## src/rtl/mux_scan_ctrl.sv

```systemverilog
// mux_scan_ctrl: steps a 4:1 mux select, samples y after DWELL cycles per channel, hands out 4-bit frames
//
// Ports:
//    clk          rising-edge clock
//    rst_n        asynchronous active-low reset
//    start        level, begins a scan when idle
//    cont         continuous mode, looked at when a frame is accepted
//    y            mux output being scanned
//    s            mux select
//    busy         high whenever not idle
//    frame        frame[n] = y sampled while s == n
//    frame_valid  frame holds a completed, unaccepted scan
//    frame_ready  downstream accept
//    frame_par    even parity of frame when SCAN_PARITY_EN is defined, else 0
//
// Build option: define SCAN_PARITY_EN to build the frame parity register.
module mux_scan_ctrl #(
   parameter int DWELL = 4,
   parameter int CNT_W = 8
) (
   input  logic       clk,
   input  logic       rst_n,
   input  logic       start,
   input  logic       cont,
   input  logic       y,
   output logic [1:0] s,
   output logic       busy,
   output logic [3:0] frame,
   output logic       frame_valid,
   input  logic       frame_ready,
   output logic       frame_par
);
   typedef enum logic [1:0] {IDLE, SCAN, DONE} state_t;
   state_t           r_state, w_state_nx;
   logic [CNT_W-1:0] r_cnt, w_cnt_nx;
   logic [1:0]       r_s, w_s_nx;
   logic [2:0]       r_shadow, w_shadow_nx, w_mask;
   logic [3:0]       r_frame, w_frame_nx;
   logic             r_valid, w_valid_nx, r_busy, w_dwell_end;
   assign w_dwell_end = r_cnt == CNT_W'(DWELL - 1);
   // channel 3 shifts out of the 3-bit mask, so its sample goes straight into frame
   assign w_mask = 3'(1) << r_s;
   always_comb begin
      w_state_nx  = r_state;
      w_cnt_nx    = r_cnt;
      w_s_nx      = r_s;
      w_shadow_nx = r_shadow;
      w_frame_nx  = r_frame;
      w_valid_nx  = r_valid;
      case (r_state)
         IDLE: begin
            w_s_nx   = '0;
            w_cnt_nx = '0;
            if (start) w_state_nx = SCAN;
         end
         SCAN: begin
            w_cnt_nx = w_dwell_end ? '0 : r_cnt + CNT_W'(1);
            if (w_dwell_end) begin
               w_shadow_nx = (r_shadow & ~w_mask) | ({3{y}} & w_mask);
               w_s_nx      = r_s + 2'd1;
               if (r_s == 2'd3) begin
                  w_frame_nx = {y, r_shadow};
                  w_valid_nx = 1'b1;
                  w_state_nx = DONE;
               end
            end
         end
         DONE: begin
            if (r_valid && frame_ready) begin
               w_valid_nx = 1'b0;
               w_cnt_nx   = '0;
               w_state_nx = cont ? SCAN : IDLE;
            end
         end
         default: w_state_nx = IDLE;
      endcase
   end
   always_ff @(posedge clk or negedge rst_n) begin
      if (!rst_n) begin
         r_state  <= IDLE;
         r_cnt    <= '0;
         r_s      <= '0;
         r_shadow <= '0;
         r_frame  <= '0;
         r_valid  <= 1'b0;
         r_busy   <= 1'b0;
      end else begin
         r_state  <= w_state_nx;
         r_cnt    <= w_cnt_nx;
         r_s      <= w_s_nx;
         r_shadow <= w_shadow_nx;
         r_frame  <= w_frame_nx;
         r_valid  <= w_valid_nx;
         r_busy   <= w_state_nx != IDLE;
      end
   end
`ifdef SCAN_PARITY_EN
   logic r_par, w_last;
   assign w_last = r_state == SCAN && w_dwell_end && r_s == 2'd3;
   always_ff @(posedge clk or negedge rst_n) begin
      if (!rst_n) r_par <= 1'b0;
      else if (w_last) r_par <= ^{y, r_shadow};
   end
   assign frame_par = r_par;
`else
   assign frame_par = 1'b0;
`endif
   assign s           = r_s;
   assign busy        = r_busy;
   assign frame       = r_frame;
   assign frame_valid = r_valid;
endmodule

```

## config.mk

```make
export PLATFORM = sky130hd
export DESIGN_NAME = mux_scan_ctrl
export DESIGN_NICKNAME = d
export VERILOG_FILES = /design/src/rtl/mux_scan_ctrl.sv
export SDC_FILE = /design/constraint.sdc
export NUM_CORES = 1
export LEC_CHECK = 0
export CELL_PAD_IN_SITES_DETAIL_PLACEMENT = 1
export CELL_PAD_IN_SITES_GLOBAL_PLACEMENT = 1
export CORE_UTILIZATION = 37
export DETAILED_ROUTE_END_ITERATION = 8
export GPL_TIMING_DRIVEN = 0
export PLACE_DENSITY_LB_ADDON = 0.05
export SLEW_MARGIN = 20
export SYNTH_ARGS = -nofsm -noshare
export SYNTH_HDL_FRONTEND = slang
export SYNTH_SLANG_ARGS = --single-unit
export TNS_END_PERCENT = 1
```

## constraint.sdc

```tcl
create_clock -name clk -period 1.7 [get_ports clk]
set_input_delay 0.17 -clock clk [delete_from_list [all_inputs] [get_ports clk]]
set_output_delay 0.17 -clock clk [all_outputs]
set_load 0.01 [all_outputs]
```

==> flow_summary.ini <==
[grt]
grt_pass1_vias = 869
grt_max_degree = 22
track_usage = 0.165
overflow = 0
grt_pass1_wl_microns = 4050
antenna_found_initial = 0

[layout]
stdcell_area_sq_mm = 0.00136
drive_gt1_frac = 0.282
area_growth_pct = 23.7
nets = 136
n_fill_cell = 317
diodes = 0

[hold_path]
holdCritPathClass = input pin to async pin

[sta]
clock_skew_ns = 0.00865
min_period_ns = 1.73
finalHoldViolations = 0
finalCritPeriodShare = 1.02
timing.setup.tns_ns = -0.120
setup_viol = 5
finalMaxSlewViolations = 0
hold_slack_ns = 0.325
rsz0062_at_grt = yes
max_freq_ghz = 0.577
worst_slack_ns = -0.0316

[yosys]
yosysUniqueCellTypes = 35
netlist_top_cells_area = dfrtp_1, mux2_2, ha_1
syn-num-nets = 114
yosysWarnings = 0
synth_top_area_frac = 0.479
synth_ff_type = dfrtp_1
netlist_area_sq_mm = 0.00110
postSynthRegisterBits = 21
ys_seq_area_frac = 0.479
syn_area_per_cell_sq_um = 10.7
synth-edff-count = 0
async_flop_share = 1.00
synth_cells = 103
yosysTopAreaCell = dfrtp_1

[die]
placeableCoreArea_sq_mm = 0.00278
start_util = 0.395
die_w_microns = 56.5
io_pins = 15
dieArea_sq_mm = 0.00319
die_y_microns = 56.5
rows = 19

[drt]
drc = 0
drt_pass1_iterations = 4
avgViaCountPerCell = 5.35
wire_per_inst_microns = 14.9
drt-total-wl_microns = 2320
num_vias = 830
antenna_left = 0
drt-initial-drc-count = 26

[critical_path]
worstReg2RegEnd = frame[1]
critPathArrivalTime_ns = 1.95
cp_slowest_cell = dfrtp_1
r2r_cells = 5
path_class = flip-flop to flip-flop
worst_ep_required_time_ns = 1.92
max_stage_delay_ns = 0.44
reg2reg_slack_ns = -0.03
cp-start-kind = flip-flop
endpoint_kind = flip-flop
path_cells = nor4_4 > and4_2 > buf_4 > nand2_4 > mux2_2
r2r_start = r_cnt[6]
critical_path_peak_fanout = 7

[place]
placed_area_sq_mm = 0.00127
globalplace.congestion = 0.712
portBuffers = 13
hpwl_microns = 1620

[clock_network]
clock_path_buffers = 2
clk_pin_slew_worst_paths_ns = 0.13
worst_skew_pair.late_latency_ns = 0.32
htree_levels = 1
clkSinkCount = 21
cts_tree = built
clock-root-buffer = clkbuf_4
cts_buffers = 3

[status]
violations = negative setup slack
status = finished, violations left

[power]
power.density_mw_per_mm2 = 1500
p_leak_uw = 0.000594
ir_worst_vdd_mv = 0.814

[job]
maxCapViolCount = 0
==> layout by cell type, fill, tap and decap left out, types with 2 or more instances in the layout <==
cell type / synthesis / layout
dfrtp_1: 21 / 18
nor2_1: 4 / 4
or2b_2: 3 / 3
nand3_1: 5 / 5
inv_1: 6 / 6
a21oi_1: 5 / 5
clkdlybuf4s50_1: 0 / 12
buf_4: 2 / 6
dfrtp_2: 0 / 3
o21ai_0: 11 / 11
mux2_2: 7 / 7
nand4_1: 2 / 2
nand2_1: 9 / 9
ha_1: 5 / 4
clkbuf_4: 0 / 3
==> stage by stage <==
stage,util,worst slack (ns),cells,total power [uW]
floorplan,-,0.0276,103,1380
global placement,0.455,-0.190,147,1650
detailed placement,0.455,-0.208,147,1690
CTS,0.487,-0.0274,155,2050
global route,0.488,-0.0791,155,2190
finish,0.488,-0.0316,155,2030
==> how the worst max path moves through the flow <==
stage / startpoint / end
6_report: r_cnt[6] / frame[1]
5_1_grt: r_cnt[6] / frame[2]
4_1_cts: r_cnt[6] / frame[1]
3_5_place_dp: frame_ready / r_cnt[4]
3_3_place_gp: frame_ready / r_cnt[4]
2_1_floorplan: r_cnt[4] / busy
==> final cells by class <==
cell class | count | area, sq um | area share
sequential | 21 | 529 | 0.390
tap | 31 | 38.8 | 0.0286
clock buffer | 3 | 22.5 | 0.0166
multi-input combinational | 72 | 548 | 0.404
inverter | 6 | 22.5 | 0.0166
timing repair buffer | 18 | 165 | 0.122
clock inverter | 1 | 5.00 | 0.00369
buffer | 3 | 26.3 | 0.0194
==> cell usage after synthesis, drive strengths merged, types with 2 or more instances <==
master and count:
or4 2, a31oi 2, nand3 5, mux2 7
nand4 2, dfrtp 21, buf 3, a21oi 5
inv 6, o21ai 11, and4 2, nor2 4
nand2 10, ha 5, or2b 3
==> critical path: cells and delay by family (launching register included) <==
kind                   cells  cell delay, ns
buffers and inverters      1            0.16
multiplexers               1            0.29
AND/OR/NAND/NOR            3            0.75
flip-flops                 1            0.44
==> routing by layer <==
metal	vias up	track usage	wire length [microns]
li1	400	-	-
met1	414	0.213	1150
met2	14	0.281	1100
met3	2	0.0276	54
met4	0	0.0523	19
met5	-	0	0
==> timing repair <==
| action | in CTS | in global routing |
|---|---|---|
| resized for setup | 6 | 2 |
| endpoints found under the hold margin | 0 | 21 |
| hold buffers | 0 | 1 |
| endpoints found under the setup margin | 9 | 9 |
| buffers inserted | 4 | 0 |
| pin swaps | 2 | 0 |
==> report_power, final <==
| group | internal, uW | leakage, uW | switching (uW) | total [uW] |
|---|---|---|---|---|
| combinational | 497 | 0.000325 | 422 | 918 |
| sequential | 682 | 0.000252 | 171 | 853 |
| clock | 88.1 | 0.0000177 | 172 | 260 |
==> logic make-up after synthesis <==
group / after synthesis / synth area share
fa+ha+maj: 5 / 0.0570
buf+inv: 10 / 0.0479
simple gates: 35 / 0.204
flops: 21 / 0.479
compound gates: 23 / 0.128
mux: 8 / 0.0810
other cells: 1 / 0.00342
(Power assumes the default switching activity.)
